==> src/rtl/load_store_unit.sv <==
// load_store_unit
//   Multi-cycle load/store unit sitting between the CPU datapath and a
//   word-wide valid/ready data bus. It does lane steering for B/H/W loads and
//   stores, generates byte strobes, sign/zero-extends load data, stalls the
//   core while an access is in flight and reports bus timeouts and illegal
//   requests as errors.
//
//   Optional feature macro: LSU_MISALIGN_TRAP_EN
//     defined   : misaligned H/W accesses are trapped without a bus cycle
//     undefined : offending low address bits are ignored, misalign stays 0
//
//   Ports
//     clk, reset                       clock, synchronous active-high reset
//     req_valid/write/funct3/addr/wdata  core request (held until rsp_valid)
//     stall                            req_valid && !rsp_valid
//     rsp_valid/rdata/err, misalign    one-cycle completion response
//     bus_valid/write/addr/wdata/wstrb bus request, stable while in BUS
//     bus_ready, bus_rdata             bus completion and load data
//
//   state  | meaning
//   -------+------------------------------------------------------------
//   S_IDLE | waiting for req_valid, request fields latched on accept
//   S_BUS  | bus_valid high, waiting for bus_ready or timeout
//   S_RESP | rsp_valid pulse with captured data / error flags

module load_store_unit #(
   parameter int TIMEOUT_CYCLES = 15
) (
   input  logic        clk,
   input  logic        reset,
   input  logic        req_valid,
   input  logic        req_write,
   input  logic [2:0]  req_funct3,
   input  logic [31:0] req_addr,
   input  logic [31:0] req_wdata,
   output logic        stall,
   output logic        rsp_valid,
   output logic [31:0] rsp_rdata,
   output logic        rsp_err,
   output logic        misalign,
   output logic        bus_valid,
   input  logic        bus_ready,
   output logic        bus_write,
   output logic [31:0] bus_addr,
   output logic [31:0] bus_wdata,
   output logic [3:0]  bus_wstrb,
   input  logic [31:0] bus_rdata
);

   typedef enum logic [1:0] {S_IDLE, S_BUS, S_RESP} state_t;

   localparam logic [7:0] CNT_LAST = 8'(TIMEOUT_CYCLES - 1);

   state_t      state_q, state_d;
   logic [7:0]  cnt_q, cnt_d;
   logic [31:0] addr_q, addr_d;
   logic [1:0]  lane_q, lane_d;
   logic [2:0]  funct3_q, funct3_d;
   logic        write_q, write_d;
   logic [31:0] wdata_q, wdata_d;
   logic [3:0]  wstrb_q, wstrb_d;
   logic [31:0] rdata_q, rdata_d;
   logic        err_q, err_d;
   logic        mis_q, mis_d;

   logic [31:0] st_wdata;
   logic [3:0]  st_wstrb;
   logic        bad_op;
   logic        mis_req;
   logic [7:0]  b_sel;
   logic [15:0] h_sel;
   logic [31:0] ld_data;

   // request decode: store lane replication, strobes and error classes
   always_comb begin
      st_wdata = req_wdata;
      st_wstrb = 4'b1111;
      case (req_funct3[1:0])
         2'b00: begin
            st_wdata = {4{req_wdata[7:0]}};
            st_wstrb = 4'b0001 << req_addr[1:0];
         end
         2'b01: begin
            st_wdata = {2{req_wdata[15:0]}};
            st_wstrb = 4'b0011 << {req_addr[1], 1'b0};
         end
         default: begin
            st_wdata = req_wdata;
            st_wstrb = 4'b1111;
         end
      endcase
      if (!req_write) st_wstrb = 4'b0000;

      // 011, 11x always illegal; unsigned variants have no store form
      bad_op = (req_funct3 == 3'b011) || (req_funct3[2] && req_funct3[1]) ||
               (req_funct3[2] && req_write);

`ifdef LSU_MISALIGN_TRAP_EN
      mis_req = ((req_funct3[1:0] == 2'b01) && req_addr[0]) ||
                ((req_funct3 == 3'b010) && (req_addr[1:0] != 2'b00));
`else
      mis_req = 1'b0;
`endif
   end

   // load data extraction from the bus word
   always_comb begin
      b_sel = bus_rdata[{lane_q, 3'b000} +: 8];
      h_sel = bus_rdata[{lane_q[1], 4'b0000} +: 16];
      case (funct3_q)
         3'b000:  ld_data = {{24{b_sel[7]}}, b_sel};
         3'b001:  ld_data = {{16{h_sel[15]}}, h_sel};
         3'b010:  ld_data = bus_rdata;
         3'b100:  ld_data = {24'h0, b_sel};
         3'b101:  ld_data = {16'h0, h_sel};
         default: ld_data = 32'h0;
      endcase
      if (write_q) ld_data = 32'h0;
   end

   always_ff @(posedge clk) begin
      if (reset) begin
         state_q  <= S_IDLE;
         cnt_q    <= '0;
         addr_q   <= '0;
         lane_q   <= '0;
         funct3_q <= '0;
         write_q  <= 1'b0;
         wdata_q  <= '0;
         wstrb_q  <= '0;
         rdata_q  <= '0;
         err_q    <= 1'b0;
         mis_q    <= 1'b0;
      end else begin
         state_q  <= state_d;
         cnt_q    <= cnt_d;
         addr_q   <= addr_d;
         lane_q   <= lane_d;
         funct3_q <= funct3_d;
         write_q  <= write_d;
         wdata_q  <= wdata_d;
         wstrb_q  <= wstrb_d;
         rdata_q  <= rdata_d;
         err_q    <= err_d;
         mis_q    <= mis_d;
      end
   end

   always_comb begin
      state_d  = state_q;
      cnt_d    = cnt_q;
      addr_d   = addr_q;
      lane_d   = lane_q;
      funct3_d = funct3_q;
      write_d  = write_q;
      wdata_d  = wdata_q;
      wstrb_d  = wstrb_q;
      rdata_d  = rdata_q;
      err_d    = err_q;
      mis_d    = mis_q;
      case (state_q)
         S_IDLE: begin
            if (req_valid) begin
               addr_d   = {req_addr[31:2], 2'b00};
               lane_d   = req_addr[1:0];
               funct3_d = req_funct3;
               write_d  = req_write;
               wdata_d  = st_wdata;
               wstrb_d  = st_wstrb;
               rdata_d  = '0;
               cnt_d    = '0;
               err_d    = 1'b0;
               mis_d    = 1'b0;
               if (bad_op) begin
                  err_d   = 1'b1;
                  state_d = S_RESP;
               end else if (mis_req) begin
                  err_d   = 1'b1;
                  mis_d   = 1'b1;
                  state_d = S_RESP;
               end else begin
                  state_d = S_BUS;
               end
            end
         end
         S_BUS: begin
            // ready wins over the timeout limit in the same cycle
            if (bus_ready) begin
               rdata_d = ld_data;
               state_d = S_RESP;
            end else if (cnt_q == CNT_LAST) begin
               rdata_d = '0;
               err_d   = 1'b1;
               state_d = S_RESP;
            end else begin
               cnt_d = cnt_q + 8'd1;
            end
         end
         S_RESP: begin
            cnt_d   = '0;
            state_d = S_IDLE;
         end
         default: state_d = S_IDLE;
      endcase
   end

   always_comb begin
      bus_valid = (state_q == S_BUS);
      rsp_valid = (state_q == S_RESP);
      bus_write = bus_valid & write_q;
      bus_addr  = bus_valid ? addr_q  : 32'h0;
      bus_wdata = bus_valid ? wdata_q : 32'h0;
      bus_wstrb = bus_valid ? wstrb_q : 4'h0;
      rsp_rdata = rsp_valid ? rdata_q : 32'h0;
      rsp_err   = rsp_valid & err_q;
      misalign  = rsp_valid & mis_q;
      stall     = req_valid & ~rsp_valid;
   end

endmodule

==> config.mk <==
export PLATFORM = sky130hd
export DESIGN_NAME = load_store_unit
export DESIGN_NICKNAME = d
export VERILOG_FILES = /design/src/rtl/load_store_unit.sv
export SDC_FILE = /design/constraint.sdc
export NUM_CORES = 1
export LEC_CHECK = 0
export CAP_MARGIN = 20
export CORE_UTILIZATION = 35
export CTS_CLUSTER_SIZE = 8
export DETAILED_ROUTE_END_ITERATION = 7
export PLACE_DENSITY = 0.66
export SLEW_MARGIN = 10
export SYNTH_ARGS = -nofsm -noshare
export SYNTH_HDL_FRONTEND = slang
export SYNTH_SLANG_ARGS = --single-unit
==> constraint.sdc <==
create_clock -name clk -period 4.45 [get_ports clk]
set_clock_uncertainty 0.15 [all_clocks]
set_input_delay 0.89 -clock clk [delete_from_list [all_inputs] [get_ports clk]]
set_output_delay 0.89 -clock clk [all_outputs]
set_load 0.02 [all_outputs]
[Yosys cells after proc, flatten, opt, wreduce, memory -nomap -nowiden]
Index checks and enable logic that the tools add are counted.
Cells by class
  add/sub/neg operators: 1
  equality and inequality tests: 14
  shift-type cells: 4
  multiplexer cells: 27
  bitwise operators: 4
  reduce and logical (&&, ||, !) cells: 14
Operators by type and width (number)
  2-to-1 mux 32 bit: 7
  one-hot mux 32 bit (5 select lines): 1
  one-hot mux 32 bit (2 select lines): 2
  indexed part select 32 x 6 -> 16 bit: 1
  indexed part select 32 x 6 -> 8 bit: 1
  2-to-1 mux 8 bit: 3
  one-hot mux 8 bit (3 select lines): 1
  adder 8 x 1 -> 8 bit, second input constant: 1
  equality test 8 x 4 -> 1 bit, second input constant: 1
  2-to-1 mux 2 bit: 4
  2-to-1 mux 4 bit: 2
  one-hot mux 4 bit (2 select lines): 1
  AND reduction 4 bit: 2
  equality test 3 x 2 -> 1 bit, second input constant: 2
  equality test 3 bit, second input constant: 2
  inequality test 2 bit, second input constant: 3
  equality test 2 x 1 -> 1 bit, second input constant: 2
  logical NOT 2 bit: 2
  2-to-1 mux 1 bit: 4
  one-hot mux 2 bit (2 select lines): 1
  AND reduction 2 bit: 2
  << shifter 1 x 2 -> 4 bit, first input constant: 1
  << shifter 2 x 2 -> 4 bit, first input constant: 1
  AND 1 bit: 3
  12 further kinds: 14
Storage, ports and cells
  register bits after elaboration: 115
  bits of input ports: 104
  output and inout bits: 106
  logic and storage cells: 74

[Logic depth before layout (Yosys ltp)]
  depth in word-level cells: 6
  depth in mapped cells: 7
  depth with buffers taken out: 5

[Worst setup path after synthesis]
No wires, ideal clock.
  path kind: register -> output
  from: reg state_q[1]
  to: out rsp_rdata[22]
  data arrival time: 1368 ps
  data required time: 3410 ps
  path slack: 2042 ps
  stages on the path, launching flop included: 5
  buffers on the path: 2
  path through: dfxtp_1 -> buf_6 -> nor2b_1 -> clkbuf_1 -> and2_1
On the way
  word-level cells in the longest chain between the ends: 2
RTL lines
  from (decl): RTL line 54  | state_t state_q, state_d;
  from (signal assigned): RTL line 135  | state_q <= state_d;
  equality test 2 bit: RTL line 209  | rsp_valid = (state_q == S_RESP);
  net rsp_valid: RTL line 37  | output logic rsp_valid,
  2-to-1 mux 32 bit: RTL line 214  | rsp_rdata = rsp_valid ? rdata_q : 32'h0;
  to (decl): RTL line 38  | output logic [31:0] rsp_rdata,
The timed path passes the listed nets, and every way through them passes these cells.

[Worst setup path after layout]
  from: reg state_q[0]
  to: out bus_wdata[2]
On the way
  word-level cells in the longest chain between the ends: 2
RTL lines
  equality test 2 x 1 -> 1 bit: RTL line 208  | bus_valid = (state_q == S_BUS);
  2-to-1 mux 32 bit: RTL line 212  | bus_wdata = bus_valid ? wdata_q : 32'h0;
  to (decl): RTL line 45  | output logic [31:0] bus_wdata,
No other way between the ends.

==> results.md <==
- Proportion of synthesized chip area in sequential cells: 40.62%
- Y dimension of the die: 129.3 um
- Power density relative to cell area: 370.1 nW/um^2
- CTS tree: built
- Quantity of I/O buffers inserted on ports: 206
- Post_cts resized: 0
- Total CTS buffers: 17
- Cell row count: 46
- Multi-input logic area: 3064 um^2
- Fraction of synthesized cell area taken by the top area cell type: 40.62%
- Filler Cell Count: 1484
- Number of iterations in the first detailed-routing pass: 5
- Detail-routed net length per standard cell: 15.65 um
- Total congestion overflow: 0
- Clock transition at the registers of the reported paths: 0.05 ns
- Hold Slack: 0.2973 ns
- Final max-slew violation count: 0
- Average footprint of a synthesized cell: 8.372 um^2
- Slew at the pin closest to its max-slew limit: 0.9318 ns
- Period utilisation layout: 81.49%
- Distinct cell type count after synthesis: 54
- FF+latch count, synth: 115
- Crit Path Class: reg2out
- Warning count from the yosys run: 0
- Final Instance Area: 8461 um^2
- Post-synth EDFFs: 0
- Proportion of synthesized flip-flops having asynchronous set or reset: 0%
- Wire length of the first global-routing pass: 26660 um
- Sequential cell area: 2302 um^2
- Sink count of the clock tree: 115
- Total via count after detailed routing: 5385
- RSZ-0062 raised after global routing: no
- Most frequent cells in the layout: sky130_fd_sc_hd__clkdlybuf4s50_1, sky130_fd_sc_hd__nand2_1, sky130_fd_sc_hd__dfxtp_1
- Netlist Area Pre-Place: 5668 um^2
- Startpoint kind of the worst setup timing path: register
- Skew-Pair Late Insertion Delay: 0.41 ns
- Share of cells above drive strength 1: 7.250%
- Starting density of the core: 35.81%
- Kind of capture point of the worst setup path: output port
- Setup slack of the critical path after layout: 0.8239 ns
- Number of nets in the final layout: 962
- Post-Place Setup Slack: 1.085 ns
- Worst slew margin relative to its limit: 37.88%
- Tmin final: 3.626 ns
- Number of maximum-capacitance constraint violations: 0
- Flip-flop cell with the highest count after synthesis: sky130_fd_sc_hd__dfxtp_1
- Top-level port count: 210
- Standard cell area after detailed placement: 7789 um^2
- Wire length reported by the detailed router: 16980 um
- Final Hold Fails: 0
- Non-filler cells, final: 1085
- Worst voltage drop across the vdd grid: 0.0002586 V
- Routability Congestion: 0.8117
- Number of design rule violations left after detail routing: 0
- Required time at the worst-slack endpoint: 3.41 ns
- Synth area leaders: sky130_fd_sc_hd__dfxtp_1, sky130_fd_sc_hd__and2_1, sky130_fd_sc_hd__nand2_1
- Area overhead of the layout relative to synthesis: 49.27%
- Number of global-route vias before repair: 4981
- Number of buffers added to fix hold violations after cts: 0
- Endpoint arrival time on the critical path: 2.59 ns
- Worst r2r src: lane_q[1]
- Static leakage: 0.003177 uW
- Maximum number of pins on one net before global-route repair: 86
- Count of H-tree levels built during CTS: 4
- Worst Hold Class: reg2reg
- Total global routing track utilization: 20.77%
- Maximum buffer depth of the clock tree: 2
- Buffers inserted by post-CTS timing repair: 0
- Final setup violation count: 0
- Final TNS setup: 0 ns
- DIE AREA: 16710 um^2
- ANT nets after route: 0
- Worst min-delay path startpoint: addr_q[14]
- Timing-limited maximum frequency: 275.8 MHz
- Floorplan Core Area: 15830 um^2
- Die W: 129.3 um
- Placed Cells: 1052
- Mapped Cells: 677
- Critical path peak fanout: 57
- Final antenna diode count: 0
- Timing startpoint of the critical path: state_q[0]
- Status: completed
- Number of antenna violations at the first check in global routing: 0
- Most common cell after layout, fill and taps aside: sky130_fd_sc_hd__clkdlybuf4s50_1
- Post-synthesis cell type with the largest combined area: sky130_fd_sc_hd__dfxtp_1
- Cell at the root of the clock tree: sky130_fd_sc_hd__clkbuf_16
- DP HPWL: 11370 um
- Violation count after the first detailed-routing iteration: 275
- Number of vias per cell: 4.963
-- worst paths after layout --
check | cells past startpoint | slack, ns | endpoint
max | 5 | 0.82 | bus_wdata[2]
min reg2reg | 2 | 0.30 | addr_q[14]
max reg2reg | 4 | 2.13 | rdata_q[9]
min | 2 | 0.30 | addr_q[14]
-- cell usage after synthesis, drive strengths merged (6+ instances only) --
cell and number:
dfxtp 115, buf 25, nand2 132, a222oi 8, clkbuf 32, and2 103
a21oi 65, inv 6, mux2i 23, a311oi 9, a211oi 10, or3 6
o21ai 20, o2bb2ai 16, nor2 34, a221o 16, mux2 7, a221oi 8
-- cells by family (layout without fill, tap and decap cells) --
logic type	Yosys count	count (layout)	share of synthesized area (%)
buffers and inverters	63	253	5.585
other	1	3	0.06616
multiplexers	31	31	5.850
flip-flops	115	115	40.62
AO/OA/AOI/OAI	165	165	20.62
AND/OR/NAND/NOR	300	300	26.82
adder cells (fa/ha/maj)	2	2	0.4414
-- sequential cells by signal, summed over array words and instances (netlist names) --
| name | cells |
|---|---|
| wstrb_q | 4 |
| funct3_q | 3 |
| write_q | 1 |
| state_q | 2 |
| wdata_q | 32 |
| rdata_q | 32 |
| addr_q | 30 |
| lane_q | 2 |
| err_q | 1 |
| cnt_q | 8 |
-- per-layer routing --
| metal | vias to the layer above | part of all wire (%) | wire (um) | track usage [%] |
|---|---|---|---|---|
| met2 | 169 | 45 | 7623 | 32.19 |
| met1 | 2479 | 45 | 7611 | 26.33 |
| met4 | 0 | 1.5 | 253 | 8.235 |
| li1 | 2718 | - | - | - |
| met3 | 19 | 8.8 | 1487 | 7.267 |
| met5 | - | 0 | 0 | 0 |
-- where the power goes --
group          internal [uW]  switching (uW)  total [uW]
sequential              1090            38.8        1130
clock                   1030             483        1520
combinational            224             256         481
-- layout make-up --
cell class | count | area share, %
Clock inverter | 10 | 2.100
Inverter | 6 | 0.2662
Multi-Input combinational cell | 501 | 36.22
Clock buffer | 22 | 5.605
Sequential cell | 115 | 27.21
Tap cell | 216 | 3.194
Timing Repair Buffer | 215 | 25.41
-- stage by stage --
stage,util [%],total power [uW]
floorplan,-,1427
detailed placement,49.21,1635
global placement,49.21,1631
global route,53.45,3267
finish,53.45,3131
CTS,53.33,3163
-- critical path, stage by stage (launching register included) --
cell,delay [ns]
sky130_fd_sc_hd__dfxtp_1,0.49
sky130_fd_sc_hd__nand2b_4,0.10
sky130_fd_sc_hd__inv_2,0.22
sky130_fd_sc_hd__buf_4,0.47
sky130_fd_sc_hd__and2_1,0.23
sky130_fd_sc_hd__clkdlybuf4s50_1,0.65
Power figures use the tool's default switching activity.
